<file path="src/rtl/cuidado_mascota.sv">
// -----------------------------------------------------------------------------
// cuidado_mascota: virtual-pet care controller.
//
// Four raw active-low pushbuttons (feed, sleep, play, heal) are synchronized,
// debounced and edge-detected into one-cycle press events. A three-state FSM
// (idle, apply, cooldown) accepts one press at a time, raises the matching
// need level by one, then ignores further presses for a cooldown window.
// Decay pulses from an external block lower levels in every state.
//
// Ports:
//   clk, rst                    system clock, synchronous active-high reset
//   btn_feed/sleep/play/heal    raw active-low buttons (asynchronous to clk)
//   dec_hambre/sueno/animo/salud  one-cycle decay pulses
//   Nivel_*                     2-bit need levels, 0..3
//   busy                        high whenever the FSM is not idle
//   Led_*                       registered active-low "need attention" LEDs
//
// Internal index order for all four channels:
//   0 = feed/hambre, 1 = sleep/sueno, 2 = play/animo, 3 = heal/salud.
// This order is also the action priority (lowest index wins).
// -----------------------------------------------------------------------------
module cuidado_mascota #(
    parameter int unsigned DEBOUNCE_CYCLES = 16,
    parameter int unsigned COOLDOWN_CYCLES = 32
) (
    input  logic       clk,
    input  logic       rst,
    input  logic       btn_feed,
    input  logic       btn_sleep,
    input  logic       btn_play,
    input  logic       btn_heal,
    input  logic       dec_animo,
    input  logic       dec_hambre,
    input  logic       dec_sueno,
    input  logic       dec_salud,
    output logic [1:0] Nivel_animo,
    output logic [1:0] Nivel_hambre,
    output logic [1:0] Nivel_sueno,
    output logic [1:0] Nivel_salud,
    output logic       busy,
    output logic       Led_animo,
    output logic       Led_hambre,
    output logic       Led_sueno,
    output logic       Led_salud
);

    localparam int unsigned DbW = $clog2(DEBOUNCE_CYCLES + 1);
    localparam int unsigned CdW = $clog2(COOLDOWN_CYCLES + 1);
    localparam logic [DbW-1:0] DbLast = DbW'(DEBOUNCE_CYCLES - 1);
    localparam logic [CdW-1:0] CdLoad = CdW'(COOLDOWN_CYCLES - 1);

    typedef enum logic [1:0] {
        StIdle,
        StApply,
        StCooldown
    } state_e;

    logic [3:0] btn_raw;
    logic [3:0] dec_vec;

    assign btn_raw = {btn_heal, btn_play, btn_sleep, btn_feed};
    assign dec_vec = {dec_salud, dec_animo, dec_sueno, dec_hambre};

    // -------------------------------------------------------------------------
    // Two-flop synchronizers (reset to released)
    // -------------------------------------------------------------------------
    logic [3:0] sync1_q;
    logic [3:0] sync2_q;

    always_ff @(posedge clk) begin
        if (rst) begin
            sync1_q <= 4'b1111;
            sync2_q <= 4'b1111;
        end else begin
            sync1_q <= btn_raw;
            sync2_q <= sync1_q;
        end
    end

    // -------------------------------------------------------------------------
    // Debouncers: count consecutive cycles where the synchronized input
    // disagrees with the accepted level; any agreement restarts the count.
    // -------------------------------------------------------------------------
    logic [3:0]     db_q;
    logic [3:0]     db_d;
    logic [3:0]     db_prev_q;
    logic [DbW-1:0] db_cnt_q [4];
    logic [DbW-1:0] db_cnt_d [4];

    always_comb begin
        db_d = db_q;
        for (int i = 0; i < 4; i++) begin
            db_cnt_d[i] = '0;
            if (sync2_q[i] != db_q[i]) begin
                if (db_cnt_q[i] == DbLast) begin
                    db_d[i] = sync2_q[i];
                end else begin
                    db_cnt_d[i] = db_cnt_q[i] + 1'b1;
                end
            end
        end
    end

    always_ff @(posedge clk) begin
        if (rst) begin
            db_q      <= 4'b1111;
            db_prev_q <= 4'b1111;
            for (int i = 0; i < 4; i++) begin
                db_cnt_q[i] <= '0;
            end
        end else begin
            db_q      <= db_d;
            db_prev_q <= db_q;
            for (int i = 0; i < 4; i++) begin
                db_cnt_q[i] <= db_cnt_d[i];
            end
        end
    end

    // Falling edge of the debounced level only; releases are ignored.
    logic [3:0] press;
    assign press = db_prev_q & ~db_q;

    // -------------------------------------------------------------------------
    // Action FSM
    // -------------------------------------------------------------------------
    state_e         state_q;
    state_e         state_d;
    logic [1:0]     act_q;
    logic [1:0]     act_d;
    logic [CdW-1:0] cd_q;
    logic [CdW-1:0] cd_d;

    always_comb begin
        state_d = state_q;
        act_d   = act_q;
        cd_d    = cd_q;
        unique case (state_q)
            StIdle: begin
                if (|press) begin
                    state_d = StApply;
                    if (press[0]) begin
                        act_d = 2'd0;
                    end else if (press[1]) begin
                        act_d = 2'd1;
                    end else if (press[2]) begin
                        act_d = 2'd2;
                    end else begin
                        act_d = 2'd3;
                    end
                end
            end
            StApply: begin
                cd_d    = CdLoad;
                state_d = StCooldown;
            end
            StCooldown: begin
                if (cd_q == '0) begin
                    state_d = StIdle;
                end else begin
                    cd_d = cd_q - 1'b1;
                end
            end
            default: begin
                state_d = StIdle;
            end
        endcase
    end

    always_ff @(posedge clk) begin
        if (rst) begin
            state_q <= StIdle;
            act_q   <= 2'd0;
            cd_q    <= '0;
        end else begin
            state_q <= state_d;
            act_q   <= act_d;
            cd_q    <= cd_d;
        end
    end

    assign busy = (state_q != StIdle);

    // -------------------------------------------------------------------------
    // Need levels: saturating 2-bit; a simultaneous increment and decay cancel.
    // -------------------------------------------------------------------------
    logic [1:0] lvl_q [4];
    logic [1:0] lvl_d [4];
    logic [3:0] inc_vec;
    logic [3:0] led_q;

    always_comb begin
        for (int i = 0; i < 4; i++) begin
            inc_vec[i] = (state_q == StApply) && (act_q == 2'(i));
            lvl_d[i]   = lvl_q[i];
            if (inc_vec[i] && !dec_vec[i]) begin
                if (lvl_q[i] != 2'd3) begin
                    lvl_d[i] = lvl_q[i] + 2'd1;
                end
            end else if (dec_vec[i] && !inc_vec[i]) begin
                if (lvl_q[i] != 2'd0) begin
                    lvl_d[i] = lvl_q[i] - 2'd1;
                end
            end
        end
    end

    always_ff @(posedge clk) begin
        if (rst) begin
            led_q <= 4'b1111;
            for (int i = 0; i < 4; i++) begin
                lvl_q[i] <= 2'd3;
            end
        end else begin
            for (int i = 0; i < 4; i++) begin
                lvl_q[i] <= lvl_d[i];
                led_q[i] <= (lvl_q[i] == 2'd3);
            end
        end
    end

    assign Nivel_hambre = lvl_q[0];
    assign Nivel_sueno  = lvl_q[1];
    assign Nivel_animo  = lvl_q[2];
    assign Nivel_salud  = lvl_q[3];
    assign Led_hambre   = led_q[0];
    assign Led_sueno    = led_q[1];
    assign Led_animo    = led_q[2];
    assign Led_salud    = led_q[3];

endmodule

</file>
<file path="config.mk">
export PLATFORM = sky130hd
export DESIGN_NAME = cuidado_mascota
export DESIGN_NICKNAME = d
export VERILOG_FILES = /design/src/rtl/cuidado_mascota.sv
export SDC_FILE = /design/constraint.sdc
export NUM_CORES = 1
export LEC_CHECK = 0
export ABC_AREA = 1
export CAP_MARGIN = 10
export CORE_MARGIN = 8
export CORE_UTILIZATION = 44
export DETAILED_ROUTE_END_ITERATION = 6
export GPL_ROUTABILITY_DRIVEN = 0
export MAX_ROUTING_LAYER = met4
export SLEW_MARGIN = 20
export SYNTH_ARGS = -nofsm -noshare
export SYNTH_HDL_FRONTEND = slang
export SYNTH_SLANG_ARGS = --single-unit
export TNS_END_PERCENT = 1
</file>
<file path="constraint.sdc">
create_clock -name clk -period 1.9 [get_ports clk]
set_input_delay 0.38 -clock clk [delete_from_list [all_inputs] [get_ports clk]]
set_output_delay 0.38 -clock clk [all_outputs]
set_load 0.01 [all_outputs]
</file>
; ---- Word level (Yosys, flattened, before mapping)
; Memories as Yosys holds them, arrays and structs flattened.
; Cells that the tools add are included.
[op_classes]
n_mux = 43
eq_ne = 24
n_reduce_logical = 37
n_bitwise = 10
add_sub_neg = 13
[ops]
columns = op, count
row1 = two-way mux 5 bit, 12
row2 = two-way mux 2 bit, 24
row3 = "adder 5 x 1 -> 5 bit, second input constant", 4
row4 = "equality test 5 x 4 -> 1 bit, second input constant", 4
row5 = "equality test 2 bit, second input constant", 7
row6 = "inequality test 2 bit, second input constant", 7
row7 = AND reduction 2 bit, 7
row8 = logical AND 1 bit, 12
row9 = case mux 6 bit (2 select lines), 1
row10 = nonzero test 2 bit, 6
row11 = "adder 2 x 1 -> 2 bit, second input constant", 4
row12 = logical NOT 1 bit, 8
row13 = bitwise OR 1 bit, 8
row14 = "subtractor 2 x 1 -> 2 bit, second input constant", 4
row15 = logical NOT 6 bit, 1
row16 = two-way mux 6 bit, 1
row17 = case mux 2 bit (3 select lines), 1
row18 = "subtractor 6 x 1 -> 6 bit, second input constant", 1
row19 = bitwise AND 4 bit, 1
row20 = "equality test 2 x 1 -> 1 bit, second input constant", 2
row21 = logical NOT 2 bit, 2
row22 = two-way mux 1 bit, 4
row23 = inequality test 1 bit, 4
row24 = NOT 4 bit, 1
row25 = OR reduction 4 bit, 1
[totals]
word_cells = 140
ff_bits = 30
mem_count = 2
output_inout_bits = 13
input_bits = 10
ramBits = 28
[memory_table]
columns = name, depth, width, rd, rd_ports_with_merged_regs, write_ports, line
row1 = db_cnt_q, 4, 5, 4, 0, 4, 87  ; logic [DbW-1:0] db_cnt_q [4];
row2 = lvl_q, 4, 2, 4, 0, 4, 187  ; logic [1:0] lvl_q [4];

; ---- Depth between registers and ports, before layout
[logic_depth]
word_depth = 7
depth_mapped = 9

; ---- Worst setup path after synthesis
; No wires, ideal clock.
[synth_path]
path_kind = register to register
start = register state_q[0]
end = memory lvl_q[3][0]
path_slack_ps = 476
setup_ps = 118
stages_incl_launch_ff = 10
arrival_ps = 1306
path_cell_list = dfxtp_1 > inv_1 > nor2_2 > inv_2 > nor3_1 > ha_1 > inv_1 > a21oi_1 > a31oi_1 > nand2_1
[synth_lines]
columns = item, line
row1 = from (decl), 127  ; state_e state_q;
row2 = from (signal assigned), 172  ; state_q <= StIdle;
row3 = from (signal assigned), 176  ; state_q <= state_d;
row4 = to (decl), 187

; ---- Final worst setup path
[layout_path]
start = register state_q[0]
end = output busy
[layout_between]
elab_chain_cells = 1
[layout_rtl]
columns = item, line
row1 = nonzero test 2 bit, 182  ; assign busy = (state_q != StIdle);
row2 = to (decl), 40  ; output logic busy,
; No other way between the ends.

==> flow_summary.yaml <==
clock_tree:
  cts-buffers-inserted: 9
  clkLatencyLatePin_ns: 0.32
  clockBufferDepth: 2
  clk_pin_slew_worst_paths_ns: 0.06
  cts_sinks: 58
  ctsHoldBuffers: 0
  ctsHtreeMaxLevel: 3
  root_buffer: "clkbuf_8"
  cts_tree: "built"
critical_path:
  critical_path_buf_inv_count: 2
  worstSetupStartpointType: "flip-flop"
  path_delay_family: "buffers and inverters"
  cp_max_fo: 3
  worst-setup-path-type: "reg2out"
  critPathLaunch: "state_q[0]"
  r2r_end: "lvl_q[3][0]"
  reg2reg_from: "state_q[0]"
  crit_end: "busy"
  rr_worst_depth: 9
  max_stage_delay_ns: 0.53
  arrival_ns: 1.40
  rrSetupSlack_ns: 0.29
  cp_slowest_cell: "clkdlybuf4s50_1"
  crit_cells: 3
  worst_setup_path_end_kind: "output port"
  crit_required_ns: 1.52
  cp_cell_sequence: "nor2_2 -> inv_1 -> clkdlybuf4s50_1"
layout:
  nets: 335
  syn_to_final_growth_pct: 22.5
  drive_above_1_share: 0.129
  antenna-diode-count: 0
  final_util: 0.559
  final_cells: 387
  final_area_um2: 2860
  fillers: 487
power:
  peakVddDrop_v: 0.000487
  power_density_nw_per_um2: 927
  power_leakage_nw: 1.21
  power_mw: 2.65
sta:
  drv_slew: 0
  maxSlewHeadroom: 0.725
  period_share: 0.938
  fmax_mhz: 561
  layout_setup_ws_ns: 0.118
  fin_setup_tns_ns: 0
  hold_viol_final: 0
  worst_slew_pin_slew_ns: 0.410
  fin_crit_ns: 1.78
  setup_viol: 0
  worst_clock_skew_ns: 0.00751
  rsz0062_at_grt: "no"
  whs_ns: 0.407
die:
  initial_core_util: 0.456
  fp.dieW_um: 88.8
  core-area_um2: 5110
  dieArea_um2: 7880
  std_cell_rows: 26
  num_io_pins: 23
  die_h_um: 88.8
synthesis:
  synth_warnings: 0
  synth_top_area_share: 0.498
  yosys-top-cells-area: "dfxtp_1, ha_1, inv_1, a21oi_1, nor2_1"
  synth_compound_area_frac: 0.133
  synth_xor_xnor_area_share: 0
  synth_area_um2: 2330
  synthesis.instances: 280
  avgSynthCellArea_um2: 8.32
  yosys.area_share.simple: 0.225
  ys_ff_latch: 58
  synth_fa_ha_area_frac: 0.0698
  yosysTopAreaCell: "dfxtp_1"
  synth_top_family_by_area: "simple AND/OR/NAND/NOR gates"
  ys_seq_area_frac: 0.498
  synthDistinctLibCells: 31
  yosys-mux-area-fraction: 0
  syn_nets: 303
detailed_routing:
  drc: 0
  viasPerCell: 4.60
  drt-pass1-iter-count: 4
  wl_um: 3790
  drtIter0Drc: 57
  vias: 1779
  drtAntennaViolNets: 0
  wire_per_inst_um: 9.78
place:
  port_buffers: 22
  placed_area_um2: 2640
  place_worst_setup_slack_ns: 0.198
  dp_hpwl_um: 2770
  place_inst: 371
grt:
  track_usage: 0.116
  overflow: 0
  grt_max_degree: 22
  grt_pass1_wl_um: 6890
  grt_pass1_vias: 1660
  antenna_found_initial: 0
run:
  maxCapViolCount: 0
status:
  outcome: "completed"
worst_hold_path:
  hp-class: "reg2reg"
-- kinds of logic after synthesis --
| family | Yosys count |
|---|---|
| AO/OA/AOI/OAI | 54 |
| adder cells (fa/ha/maj) | 13 |
| buffers and inverters | 44 |
| flip-flops | 58 |
| AND/OR/NAND/NOR | 111 |
-- repair_timing --
item | 4_1_cts | 5_1_grt
buffers inserted | 0 | 0
gates resized for setup | 0 | 1
setup endpoints to repair | 0 | 1
-- cell type report --
cell class	count	area [µm²]	area share
multi-input combinational	178	1000	0.350
clock buffer	14	153	0.0534
sequential	58	1160	0.406
tap	70	87.6	0.0307
inverter	40	153	0.0534
timing repair buffer	25	243	0.0850
clock inverter	2	60.1	0.0210
-- sequential cells by signal (all words and copies together), names as in the netlist, 4 cells and up --
name,cells
cd_q,6
db_cnt_q,20
db_prev_q,4
db_q,4
led_q,4
lvl_q,8
sync1_q,4
sync2_q,4
-- worst register-to-register path, cell delays in order, from the launching register on --
cell,delay [ns]
dfxtp_1,0.40
inv_1,0.07
nor2_2,0.13
inv_2,0.09
nor3_1,0.17
ha_1,0.26
inv_1,0.11
a21oi_1,0.09
a31oi_1,0.14
nand2_1,0.06
-- power breakdown --
| part | internal [mW] | switching, mW | leakage, nW | total (mW) |
|---|---|---|---|---|
| sequential | 1.25 | 0.0221 | 0.473 | 1.27 |
| clock | 0.777 | 0.448 | 0.105 | 1.23 |
| combinational | 0.0864 | 0.0671 | 0.633 | 0.154 |
| total | 2.11 | 0.537 | 1.21 | 2.65 |
-- layer usage --
| metal | vias up | wire length (µm) | track usage |
|---|---|---|---|
| met5 | - | 0 | - |
| met3 | 8 | 167 | 0.0381 |
| met1 | 776 | 1860 | 0.126 |
| li1 | 974 | - | - |
| met4 | 0 | 95 | 0.0783 |
| met2 | 21 | 1660 | 0.177 |
-- cells in the final DEF, fill, tap and decap left out, types with 3 or more instances in the layout --
cell	netlist	layout
clkdlybuf4s50_1	0	22
nor3_1	4	4
a21oi_1	26	26
nand3_1	17	17
inv_1	36	36
clkbuf_8	0	10
nor3b_1	4	4
o21bai_1	3	3
buf_4	1	3
ha_1	13	13
or2_2	14	14
dfxtp_1	58	58
nand2_1	31	31
nor2_1	33	32
clkbuf_1	2	4
inv_2	3	3
o21ai_0	15	15
-- worst min-delay path by stage --
stage          slack, ns        from    endpoint  cells past startpoint
2_1_floorplan       0.39  sync1_q[0]  sync2_q[0]                      1
5_1_grt             0.42  sync1_q[0]  sync2_q[0]                      1
3_3_place_gp        0.39  sync1_q[1]  sync2_q[1]                      1
3_5_place_dp        0.39  sync1_q[0]  sync2_q[0]                      1
4_1_cts             0.41  sync1_q[0]  sync2_q[0]                      1
6_report            0.41  sync1_q[0]  sync2_q[0]                      1
-- Yosys cell counts (all sizes together) --
master   count
ha          13
inv         40
a21oi       26
buf          2
nor3         4
nand2       33
nand3       17
clkbuf       2
o21a         1
o211ai       4
dfxtp       58
or2         16
nor2        35
o21bai       3
nand4        1
o2111ai      1
a31oi        2
nand3b       1
o21ai       17
nor3b        4
(Power assumes the default switching activity.)
